## src/rtl/mc_control_fsm.sv

```systemverilog
// mc_control_fsm -- multicycle control unit for the MIPS datapath.
//
// Steps each instruction through FETCH, DECODE, EXEC, MEM and WB and drives
// the datapath mux selects, register/PC write strobes and memory requests.
// Outputs are combinational from the registered state plus opcode/funct.
//
// Ports:
//   CLK          clock, rising edge
//   RST          synchronous active-high reset (also forces outputs to defaults)
//   opcode/funct IR[31:26] / IR[5:0], valid from DECODE onward
//   zero         ALU zero flag, used only in EXEC for branches
//   ihit/dhit    instruction / data memory done
//   iren, ir_en  instruction read request, IR load (iren & ihit)
//   dren, dwen   data read / write request
//   pc_en        PC load, one per retired instruction
//   pc_sel       0=branch 1=jr 2=jump 3=npc
//   alu_b_sel    0=ext32 1=rf 2=shamt
//   alu_op       0=SLL 1=SRL 2=ADD 3=SUB 4=AND 5=OR 6=XOR 7=NOR 8=SLT 9=SLTU
//   ext_zero     1=zero-extend imm16
//   rf_wen       register write strobe
//   rf_dst_sel   0=rd 1=rt 2=r31
//   rf_wdat_sel  0=alu 1=imm16 2=npc 3=ram data
//   halt         sticky halt indicator
//   illegal      one-cycle pulse on unsupported opcode/funct
module mc_control_fsm (
  input  logic       CLK,
  input  logic       RST,
  input  logic [5:0] opcode,
  input  logic [5:0] funct,
  input  logic       zero,
  input  logic       ihit,
  input  logic       dhit,
  output logic       iren,
  output logic       ir_en,
  output logic       dren,
  output logic       dwen,
  output logic       pc_en,
  output logic [1:0] pc_sel,
  output logic [1:0] alu_b_sel,
  output logic [3:0] alu_op,
  output logic       ext_zero,
  output logic       rf_wen,
  output logic [1:0] rf_dst_sel,
  output logic [1:0] rf_wdat_sel,
  output logic       halt,
  output logic       illegal
);

  localparam logic [2:0] S_FETCH  = 3'd0;
  localparam logic [2:0] S_DECODE = 3'd1;
  localparam logic [2:0] S_EXEC   = 3'd2;
  localparam logic [2:0] S_MEM    = 3'd3;
  localparam logic [2:0] S_WB     = 3'd4;
  localparam logic [2:0] S_HALT   = 3'd5;

  localparam logic [1:0] PC_BRANCH = 2'd0;
  localparam logic [1:0] PC_JRA    = 2'd1;
  localparam logic [1:0] PC_JUMP   = 2'd2;
  localparam logic [1:0] PC_NPC    = 2'd3;

  localparam logic [1:0] AB_EXT32 = 2'd0;
  localparam logic [1:0] AB_RF    = 2'd1;
  localparam logic [1:0] AB_SHAMT = 2'd2;

  localparam logic [1:0] RFW_ALUO    = 2'd0;
  localparam logic [1:0] RFW_IMM16   = 2'd1;
  localparam logic [1:0] RFW_NPC     = 2'd2;
  localparam logic [1:0] RFW_RAMDATA = 2'd3;

  localparam logic [3:0] ALU_SLL  = 4'd0;
  localparam logic [3:0] ALU_SRL  = 4'd1;
  localparam logic [3:0] ALU_ADD  = 4'd2;
  localparam logic [3:0] ALU_SUB  = 4'd3;
  localparam logic [3:0] ALU_AND  = 4'd4;
  localparam logic [3:0] ALU_OR   = 4'd5;
  localparam logic [3:0] ALU_XOR  = 4'd6;
  localparam logic [3:0] ALU_NOR  = 4'd7;
  localparam logic [3:0] ALU_SLT  = 4'd8;
  localparam logic [3:0] ALU_SLTU = 4'd9;

  localparam logic [5:0] OP_RTYPE = 6'h00;
  localparam logic [5:0] OP_J     = 6'h02;
  localparam logic [5:0] OP_JAL   = 6'h03;
  localparam logic [5:0] OP_BEQ   = 6'h04;
  localparam logic [5:0] OP_BNE   = 6'h05;
  localparam logic [5:0] OP_ADDIU = 6'h09;
  localparam logic [5:0] OP_SLTI  = 6'h0A;
  localparam logic [5:0] OP_SLTIU = 6'h0B;
  localparam logic [5:0] OP_ANDI  = 6'h0C;
  localparam logic [5:0] OP_ORI   = 6'h0D;
  localparam logic [5:0] OP_XORI  = 6'h0E;
  localparam logic [5:0] OP_LUI   = 6'h0F;
  localparam logic [5:0] OP_LW    = 6'h23;
  localparam logic [5:0] OP_SW    = 6'h2B;
  localparam logic [5:0] OP_HALT  = 6'h3F;

  logic [2:0] state_reg;
  logic [2:0] state_next;

  // Instruction classification and the ALU controls used from EXEC onward.
  logic       is_legal, is_r, is_jr, is_beq, is_bne, is_lw, is_sw;
  logic       is_j, is_jal, is_lui, is_halt;
  logic [3:0] ex_alu_op;
  logic [1:0] ex_alu_b;
  logic       ex_ext_zero;

  always_comb begin
    is_legal    = 1'b1;
    is_r        = 1'b0;
    is_jr       = 1'b0;
    is_beq      = 1'b0;
    is_bne      = 1'b0;
    is_lw       = 1'b0;
    is_sw       = 1'b0;
    is_j        = 1'b0;
    is_jal      = 1'b0;
    is_lui      = 1'b0;
    is_halt     = 1'b0;
    ex_alu_op   = ALU_ADD;
    ex_alu_b    = AB_RF;
    ex_ext_zero = 1'b0;
    case (opcode)
      OP_RTYPE: begin
        is_r = 1'b1;
        case (funct)
          6'h00: begin ex_alu_op = ALU_SLL; ex_alu_b = AB_SHAMT; end
          6'h02: begin ex_alu_op = ALU_SRL; ex_alu_b = AB_SHAMT; end
          6'h08: is_jr = 1'b1;
          6'h21: ex_alu_op = ALU_ADD;
          6'h23: ex_alu_op = ALU_SUB;
          6'h24: ex_alu_op = ALU_AND;
          6'h25: ex_alu_op = ALU_OR;
          6'h26: ex_alu_op = ALU_XOR;
          6'h27: ex_alu_op = ALU_NOR;
          6'h2A: ex_alu_op = ALU_SLT;
          6'h2B: ex_alu_op = ALU_SLTU;
          default: is_legal = 1'b0;
        endcase
      end
      OP_J:     is_j = 1'b1;
      OP_JAL:   is_jal = 1'b1;
      OP_BEQ:   begin is_beq = 1'b1; ex_alu_op = ALU_SUB; end
      OP_BNE:   begin is_bne = 1'b1; ex_alu_op = ALU_SUB; end
      OP_ADDIU: begin ex_alu_op = ALU_ADD;  ex_alu_b = AB_EXT32; end
      OP_SLTI:  begin ex_alu_op = ALU_SLT;  ex_alu_b = AB_EXT32; end
      OP_SLTIU: begin ex_alu_op = ALU_SLTU; ex_alu_b = AB_EXT32; end
      OP_ANDI:  begin ex_alu_op = ALU_AND; ex_alu_b = AB_EXT32; ex_ext_zero = 1'b1; end
      OP_ORI:   begin ex_alu_op = ALU_OR;  ex_alu_b = AB_EXT32; ex_ext_zero = 1'b1; end
      OP_XORI:  begin ex_alu_op = ALU_XOR; ex_alu_b = AB_EXT32; ex_ext_zero = 1'b1; end
      OP_LUI:   is_lui = 1'b1;
      OP_LW:    begin is_lw = 1'b1; ex_alu_b = AB_EXT32; end
      OP_SW:    begin is_sw = 1'b1; ex_alu_b = AB_EXT32; end
      OP_HALT:  is_halt = 1'b1;
      default:  is_legal = 1'b0;
    endcase
  end

  // Next state and outputs. Under RST everything stays at its default so a
  // reset mid-instruction drops requests and writes immediately.
  always_comb begin
    state_next  = state_reg;
    iren        = 1'b0;
    ir_en       = 1'b0;
    dren        = 1'b0;
    dwen        = 1'b0;
    pc_en       = 1'b0;
    rf_wen      = 1'b0;
    halt        = 1'b0;
    illegal     = 1'b0;
    pc_sel      = PC_NPC;
    alu_b_sel   = AB_RF;
    alu_op      = ALU_ADD;
    ext_zero    = 1'b0;
    rf_dst_sel  = 2'd0;
    rf_wdat_sel = RFW_ALUO;
    if (!RST) begin
      case (state_reg)
        S_FETCH: begin
          iren = 1'b1;
          if (ihit) begin
            ir_en      = 1'b1;
            state_next = S_DECODE;
          end
        end
        S_DECODE: begin
          if (!is_legal) begin
            illegal    = 1'b1;
            pc_en      = 1'b1;
            state_next = S_FETCH;
          end else if (is_j) begin
            pc_en      = 1'b1;
            pc_sel     = PC_JUMP;
            state_next = S_FETCH;
          end else if (is_jal || is_lui) begin
            state_next = S_WB;
          end else if (is_halt) begin
            state_next = S_HALT;
          end else begin
            state_next = S_EXEC;
          end
        end
        S_EXEC: begin
          alu_op    = ex_alu_op;
          alu_b_sel = ex_alu_b;
          ext_zero  = ex_ext_zero;
          if (is_jr) begin
            pc_en      = 1'b1;
            pc_sel     = PC_JRA;
            state_next = S_FETCH;
          end else if (is_beq || is_bne) begin
            pc_en      = 1'b1;
            if (is_beq ? zero : !zero)
              pc_sel = PC_BRANCH;
            state_next = S_FETCH;
          end else if (is_lw || is_sw) begin
            state_next = S_MEM;
          end else begin
            state_next = S_WB;
          end
        end
        S_MEM: begin
          // Keep the address computation steady while the request is open.
          alu_op    = ex_alu_op;
          alu_b_sel = ex_alu_b;
          ext_zero  = ex_ext_zero;
          if (is_lw) begin
            dren = 1'b1;
            if (dhit)
              state_next = S_WB;
          end else begin
            dwen = 1'b1;
            if (dhit) begin
              pc_en      = 1'b1;
              state_next = S_FETCH;
            end
          end
        end
        S_WB: begin
          // JAL/LUI never set non-default ALU controls, so this is harmless.
          alu_op     = ex_alu_op;
          alu_b_sel  = ex_alu_b;
          ext_zero   = ex_ext_zero;
          rf_wen     = 1'b1;
          pc_en      = 1'b1;
          state_next = S_FETCH;
          if (is_jal) begin
            rf_dst_sel  = 2'd2;
            rf_wdat_sel = RFW_NPC;
            pc_sel      = PC_JUMP;
          end else if (is_lui) begin
            rf_dst_sel  = 2'd1;
            rf_wdat_sel = RFW_IMM16;
          end else if (is_lw) begin
            rf_dst_sel  = 2'd1;
            rf_wdat_sel = RFW_RAMDATA;
          end else if (!is_r) begin
            rf_dst_sel = 2'd1;
          end
        end
        S_HALT: halt = 1'b1;
        default: state_next = S_FETCH;
      endcase
    end
  end

  always_ff @(posedge CLK) begin
    if (RST)
      state_reg <= S_FETCH;
    else
      state_reg <= state_next;
  end

endmodule

```

## config.mk

```make
export PLATFORM = sky130hd
export DESIGN_NAME = mc_control_fsm
export DESIGN_NICKNAME = d
export VERILOG_FILES = /design/src/rtl/mc_control_fsm.sv
export SDC_FILE = /design/constraint.sdc
export NUM_CORES = 1
export LEC_CHECK = 0
export ABC_AREA = 1
export CORE_MARGIN = 2
export CORE_UTILIZATION = 42
export DETAILED_ROUTE_END_ITERATION = 8
export GPL_TIMING_DRIVEN = 0
export PLACE_DENSITY = 0.79
export SYNTH_ARGS = -nofsm -noshare
export SYNTH_HDL_FRONTEND = slang
export SYNTH_SLANG_ARGS = --single-unit
```

## constraint.sdc

```tcl
create_clock -name CLK -period 1.8 [get_ports CLK]
set_input_delay 0.36 -clock CLK [delete_from_list [all_inputs] [get_ports CLK]]
set_output_delay 0.36 -clock CLK [all_outputs]
set_load 0.1 [all_outputs]
```

==> impl_metrics.json, run 1 <==
{
  "ys_ff_latch": 3,
  "root_buffer": "clkbuf_4",
  "gp_congestion": 0.936,
  "synth_edf_count": 0,
  "synth_cell_types": 26,
  "synthArstFlopShare_pct": 0,
  "die_h_um": 50.1,
  "htreeDepth": 1,
  "dp_hpwl_um": 2400,
  "dp.cells": 240,
  "fp-row-count": 16,
  "syn-instance-count": 176,
  "syn_nets": 193,
  "numCtsBuffers": 3,
  "error": "[ERROR DPL-0033] detailed placement checks failed during check placement.",
  "clock_sinks": 3,
  "numPortBuffers": 37,
  "ys_warn_count": 0,
  "start_util_pct": 45.0,
  "cts_setup_buffers": 20,
  "hold_buffers": 0,
  "fp.dieW_um": 50.1,
  "synth-main-ff-cell": "dfxtp_1",
  "yosysSeqAreaShare_pct": 6.73,
  "stop_stage": "clock tree synthesis",
  "syn_area_per_cell_um2": 5.07,
  "cts_repair_resize_count": 266,
  "outcome": "stopped before the end",
  "cts_buffer_depth": 2,
  "synth.cell_area_um2": 892,
  "pin_count": 38
}
-- through the flow --
| stage | hold WS, ns | worst slack, ns | cell area (µm²) | util [%] |
|---|---|---|---|---|
| floorplan | 0.571 | -0.778 | 1150 | - |
| global placement | 0.599 | -1.70 | 1550 | 78.4 |
| detailed placement | 0.604 | -1.76 | 1550 | 78.4 |
-- kinds of logic after synthesis --
logic type      count (synthesis)  synth area share [%]
compound gates                 20                  13.7
buf+inv                        29                  12.3
flops                           3                  6.73
simple gates                  124                  67.2
-- synth_stat cells, types with 5 or more instances --
| cell | n | area, µm² |
|---|---|---|
| a21oi_1 | 8 | 40.0 |
| nand2_1 | 45 | 169 |
| nand3_1 | 19 | 95.1 |
| nor3_2 | 5 | 50.1 |
| nand2_2 | 5 | 31.3 |
| inv_1 | 20 | 75.1 |
| nor2_1 | 34 | 128 |
| inv_2 | 8 | 30.0 |
==> run 2: changes to the inputs <==
--- a/config.mk
+++ b/config.mk
@@ -6,11 +6,11 @@
 export NUM_CORES = 1
 export LEC_CHECK = 0
 export ABC_AREA = 1
-export CORE_MARGIN = 2
-export CORE_UTILIZATION = 42
+export CORE_AREA = 2 2 63 65
 export DETAILED_ROUTE_END_ITERATION = 8
+export DIE_AREA = 0 0 65 67
 export GPL_TIMING_DRIVEN = 0
-export PLACE_DENSITY = 0.79
+export PLACE_DENSITY_LB_ADDON = 0.15
 export SYNTH_ARGS = -nofsm -noshare
 export SYNTH_HDL_FRONTEND = slang
 export SYNTH_SLANG_ARGS = --single-unit
==> run 2 against run 1 <==
Against the previous run: the flow now finishes, with violations (setup timing); synthesized cell count did not move; area after synthesis did not move.
==> impl_metrics.json, run 2 <==
{
  "outcome": "finished, violations left",
  "violations": "setup timing",
  "worstSetupEndpointType": "primary output",
  "layout-drive-gt1-share_pct": 64.1,
  "grt_pass1_wl_um": 5600,
  "place_ws_ns": -1.72,
  "r2r-end": "state_reg[0]",
  "p_leak_nw": 0.966,
  "clock_skew_ns": 0.000785,
  "core_um2": 3610,
  "max_freq_ghz": 0.497,
  "cts_buffer_depth": 2,
  "cts_tree": "done",
  "clk_latency_ns": 0.21,
  "gp_congestion": 0.825,
  "required_ns": 1.44,
  "hp-class": "flip-flop to flip-flop",
  "relSlewSlack_pct": 68.0,
  "ys_ff_latch": 3,
  "pwr-share-seq_pct": 11.8,
  "hold_buffers": 0,
  "period_needed_ns": 2.01,
  "grt_use_total_pct": 16.4,
  "peakVddDrop_uv": 171,
  "layout_common_cells": "32 x nand2_1, 25 x buf_4, 18 x nor2_4",
  "worst_slack_ns": -0.214,
  "synth-main-ff-cell": "dfxtp_1",
  "path_max_fanout": 5,
  "start_util_pct": 24.7,
  "drc_errors": 0,
  "p_sw_share_pct": 44.5,
  "final_common_cell": "nand2_1",
  "numPortBuffers": 37,
  "fin_crit_sh_pct": 112,
  "die_h_um": 67,
  "startpoint_type": "flip-flop",
  "min_from": "state_reg[2]",
  "grt_max_degree": 8,
  "areaGrowthSynthToFinish_pct": 144,
  "first_global_vias": 1295,
  "yosys-top-cells-area": "nand2_1 19%, nor2_1 14%, nand3_1 11%",
  "synth.cell_area_um2": 892,
  "grt_setup_unrepaired": "yes",
  "synth_top_area_share_pct": 18.9,
  "syn_nets": 193,
  "syn_area_per_cell_um2": 5.07,
  "setup_viol": 10,
  "crit_chain": "nor3_4 -> buf_4 -> inv_1 -> a21oi_2 -> nor2_2 -> a21oi_4 -> buf_12",
  "nets": 263,
  "synthArstFlopShare_pct": 0,
  "power_frac_clock_pct": 29.6,
  "ys_warn_count": 0,
  "yosysSeqAreaShare_pct": 6.73,
  "cpMaxStageDelayCell": "dfxtp_4",
  "largest_register_ffs": 3,
  "r2r-start": "state_reg[2]",
  "synth_common_cells": "45 x nand2_1, 34 x nor2_1, 20 x inv_1",
  "r2r_setup_slack_ns": 0.41,
  "die_area_um2": 4360,
  "p_comb_share_pct": 58.6,
  "drt-initial-drc-count": 28,
  "grt_antenna_before_repair": 0,
  "fp.dieW_um": 65,
  "worstPathArrival_ns": 1.65,
  "ff2ff_path_depth": 7,
  "clock_sinks": 3,
  "worstSetupEndpoint": "pc_en",
  "vias_per_cell": 4.69,
  "fin_total_pwr_uw": 664,
  "root_buffer": "clkbuf_8",
  "p_int_uw": 368,
  "cp_slowest_stage_delay_ns": 0.38,
  "synth_top_area_cell": "nand2_1",
  "switchingPower_uw": 295,
  "synth_cell_types": 26,
  "crit_path_start": "state_reg[2]",
  "pin_count": 38,
  "synth.most_common_cell": "nand2_1",
  "antenna_left": 0,
  "synth_edf_count": 0,
  "maxSlewViolCount": 0,
  "drt_first_pass_iters": 4,
  "syn-instance-count": 176,
  "powerDensity_nw_per_um2": 304,
  "drt-total-wl_um": 3530,
  "num_vias": 1373,
  "max_cap_viol_count": 0,
  "dp_hpwl_um": 2360,
  "worstSetupPathType": "flip-flop to primary output",
  "htreeDepth": 1,
  "n_antenna_cell": 0,
  "clkTransAtPathRegs_ns": 0.03,
  "grt.overflow.total": 0,
  "worst_pin_slew_ns": 0.483,
  "fp-row-count": 22,
  "wire_per_inst_um": 12.1,
  "hold_violations": 0,
  "numCtsBuffers": 3
}
-- run 2: cell counts after synthesis --
No cell type changed its count.
-- run 2: how the worst min path moves through the flow --
stage / endpoint / slack (ns) / depth (start not counted)
floorplan: state_reg[0] / 0.57 / 3
global placement: state_reg[0] / 0.61 / 3
detailed placement: state_reg[0] / 0.61 / 3
CTS: state_reg[2] / 0.62 / 3
global route: state_reg[0] / 0.67 / 4
finish: state_reg[0] / 0.63 / 3
-- run 2: power groups by stage --
stage	clock (mW)	combinational [mW]	sequential [mW]
after detailed placement	0	0.303	0.0781
after global routing	0.204	0.415	0.0792
after CTS	0.201	0.363	0.0782
after floorplan	0	0.211	0.0774
after global placement	0	0.304	0.0783
final	0.196	0.389	0.0786
-- run 2: metrics by stage --
step | hold slack (ns) | cell area [µm²] | utilization [%] | TNS, ns | instances
after global placement | 0.606 | 1580 | 43.8 | -29.27 | 261
after CTS | 0.624 | 2010 | 55.9 | -1.57 | 287
after detailed placement | 0.612 | 1580 | 43.8 | -28.88 | 261
final | 0.633 | 2180 | 60.5 | -1.50 | 293
after floorplan | 0.571 | 1150 | - | -5.68 | 176
after global routing | 0.669 | 2180 | 60.5 | -2.46 | 293
-- run 2: per-layer routing --
layer	GRT usage, %	vias to the layer above	wire length, µm
li1	-	701	-
met5	0	-	0
met2	31.7	28	1940
met1	18.8	640	1410
met4	4.79	0	38
met3	1.52	4	138
-- run 2: critical path: cells and delay by family (launching register included) --
family	cells	cell delay, ns
and+or+nand+nor	2	0.32
buffers and inverters	3	0.44
DFF	1	0.38
AOI/OAI and AO/OA	2	0.29
-- run 2: final cells by class --
type,instances,area [µm²]
flip-flops and latches,3,68.8
inverters,28,125
fillers,342,1430
repair buffers,65,731
plain buffers,1,11.3
multi-input cells,144,1140
well taps,48,60.1
clock buffers,4,45.0
-- run 2: kinds of logic after synthesis --
group / Yosys count / synth area share [%]
and+or+nand+nor: 124 / 67.2
DFF: 3 / 6.73
AOI/OAI and AO/OA: 20 / 13.7
buffers and inverters: 29 / 12.3
-- run 2: repair_timing --
item,CTS,global route
pin swaps,24,19
resized for setup,260,33
setup endpoints to repair,24,20
setup buffers,22,6
Power figures use the tool's default switching activity.
==> run 3: changes to the inputs <==
--- a/config.mk
+++ b/config.mk
@@ -11,6 +11,7 @@
 export DIE_AREA = 0 0 65 67
 export GPL_TIMING_DRIVEN = 0
 export PLACE_DENSITY_LB_ADDON = 0.15
+export SKIP_CTS_REPAIR_TIMING = 1
 export SYNTH_ARGS = -nofsm -noshare
 export SYNTH_HDL_FRONTEND = slang
 export SYNTH_SLANG_ARGS = --single-unit
==> run 3 against run 2 <==
Against the previous run: the flow still finishes with violations (setup timing); clock skew is 0.0015 ns higher; register-to-register slack hardly changed; worst setup slack worse by 0.037 ns; via count is 2.1% lower; core utilization is 3.3 points lower; non-clock buffer count is 7 lower; die area stayed put; fmax is 1.8% lower; global-route usage is 2.8 points lower; critical path type is now primary input to primary output; critical endpoint is now alu_op[1]; largest power group unchanged.
==> impl_metrics.json, run 3 (synthesis results as in run 2) <==
{
  "wire_per_inst_um": 11.8,
  "ff2ff_path_depth": 8,
  "outcome": "finished, violations left",
  "whs_path_depth": 3,
  "startpoint_type": "primary input",
  "setup_viol": 11,
  "numPortBuffers": 37,
  "nets": 256,
  "core_um2": 3610,
  "fp-row-count": 22,
  "fp.dieW_um": 65,
  "p_sw_share_pct": 44.4,
  "root_buffer": "clkbuf_8",
  "grt_pass1_wl_um": 4660,
  "worstSetupEndpointType": "primary output",
  "maxSlewViolCount": 0,
  "layout-drive-gt1-share_pct": 60.9,
  "largest_register_ffs": 3,
  "grt_setup_unrepaired": "yes",
  "clk_latency_ns": 0.22,
  "holdPathEnd": "state_reg[2]",
  "fillers": 349,
  "drc_errors": 0,
  "worstSetupPathType": "primary input to primary output",
  "max_freq_ghz": 0.488,
  "worstPathArrival_ns": 1.69,
  "final_common_cell": "nand2_1",
  "p_comb_share_pct": 58.1,
  "first_global_vias": 1096,
  "pin_count": 38,
  "r2r_setup_slack_ns": 0.41,
  "min_from": "RST",
  "areaGrowthSynthToFinish_pct": 131,
  "dp.cells": 261,
  "power_frac_clock_pct": 30.0,
  "path_max_fanout": 7,
  "die_area_um2": 4360,
  "grt_max_degree": 11,
  "die_h_um": 67,
  "fin_tns_setup_ns": -1.71,
  "clkTransAtPathRegs_ns": 0.03,
  "hold_violations": 0,
  "powerDensity_nw_per_um2": 319,
  "period_needed_ns": 2.05,
  "grt_antenna_before_repair": 0,
  "drt-total-wl_um": 3370,
  "grt_use_total_pct": 13.5,
  "worst_pin_slew_ns": 0.542,
  "htreeDepth": 1,
  "peakVddDrop_uv": 175,
  "grt.overflow.total": 0,
  "cp_slowest_stage_delay_ns": 0.26,
  "relSlewSlack_pct": 64.0,
  "cts_tree": "done",
  "clock_skew_ns": 0.00228,
  "drt_first_pass_iters": 4,
  "numCtsBuffers": 3,
  "crit_chain": "buf_8 -> or2_4 -> nor2_4 -> inv_2 -> nand3_2 -> o21ai_4 -> a21oi_2 -> nand3_4 -> buf_12",
  "r2r-start": "state_reg[1]",
  "fin_hold_ws_ns": 0.591,
  "antenna_left": 0,
  "pwr-share-seq_pct": 12.0,
  "fin_area_um2": 2060,
  "fin_total_pwr_uw": 657,
  "required_ns": 1.44,
  "p_int_uw": 366,
  "hp-class": "primary input to flip-flop",
  "worst_slack_ns": -0.250,
  "dp_hpwl_um": 2360,
  "start_util_pct": 24.7,
  "violations": "setup timing",
  "gp_congestion": 0.825,
  "vias_per_cell": 4.70,
  "fin_crit_sh_pct": 114,
  "cpMaxStageDelayCell": "or2_4",
  "switchingPower_uw": 291,
  "n_antenna_cell": 0,
  "max_cap_viol_count": 0,
  "p_leak_nw": 0.891,
  "layout_common_cells": "33 x nand2_1, 20 x buf_4, 17 x nor2_4, 17 x nor2_1, 15 x inv_1",
  "drt-initial-drc-count": 49,
  "num_vias": 1344,
  "cts_buffer_depth": 2,
  "r2r-end": "state_reg[0]",
  "clock_sinks": 3,
  "placed_cell_area_um2": 1580,
  "stdcell_count": 286
}
==> run 3: changes by cell type in the layout (fill, tap and decap cells not counted), moves of 2 or more <==
cell and change:
nand3_2 -2, buf_12 -2, buf_2 -6, nand3_1 +2
nand2_2 +2, clkbuf_2 +6, buf_6 +2, buf_4 -5
buf_8 -2, nand2_4 -4
==> run 3: power groups by stage <==
stage,combinational [mW],clock (mW),sequential (mW)
final,0.381,0.197,0.0786
after global routing,0.408,0.204,0.0791
after floorplan,0.211,0,0.0774
after detailed placement,0.303,0,0.0781
after CTS,0.304,0.201,0.0772
after global placement,0.304,0,0.0783
==> run 3: layout make-up <==
cell class | instances | area, µm² | area share (%)
inverters | 28 | 123 | 5.95
repair buffers | 58 | 646 | 31.3
flip-flops and latches | 3 | 71.3 | 3.46
multi-input cells | 144 | 1100 | 53.6
well taps | 48 | 60.1 | 2.91
clock buffers | 4 | 45.0 | 2.19
plain buffers | 1 | 11.3 | 0.546
==> run 3: worst max-delay path: cells and delay by family <==
kind | cells | cell delay, ns
compound gates | 2 | 0.28
buf+inv | 3 | 0.37
simple gates | 4 | 0.68
==> run 3: metrics by stage <==
stage,setup slack [ns],util (%)
final,-0.250,57.1
after global routing,-0.347,57.1
after CTS,-1.74,45.1
after detailed placement,-1.72,43.8
after global placement,-1.75,43.8
after floorplan,-0.778,-
==> run 3: worst max-delay path by stage <==
stage                            to  slack, ns  cells after the start          from
final                     alu_op[1]      -0.25                      9     opcode[0]
after global routing      alu_op[1]      -0.35                     10     opcode[5]
after CTS                 alu_op[0]      -1.74                      9     opcode[4]
after detailed placement      pc_en      -1.72                     12      funct[3]
after global placement    alu_op[0]      -1.75                      9     opcode[4]
after floorplan           pc_sel[0]      -0.78                      6  state_reg[0]
==> run 3: metal layers <==
layer,vias up,routed length [µm],GRT usage [%],part of all wire [%]
met5,-,0,0,0
met1,617,1410,17.2,42
met2,32,1780,23.1,53
met3,4,152,1.52,4.5
met4,0,34,5.59,1.0
li1,691,-,-,-
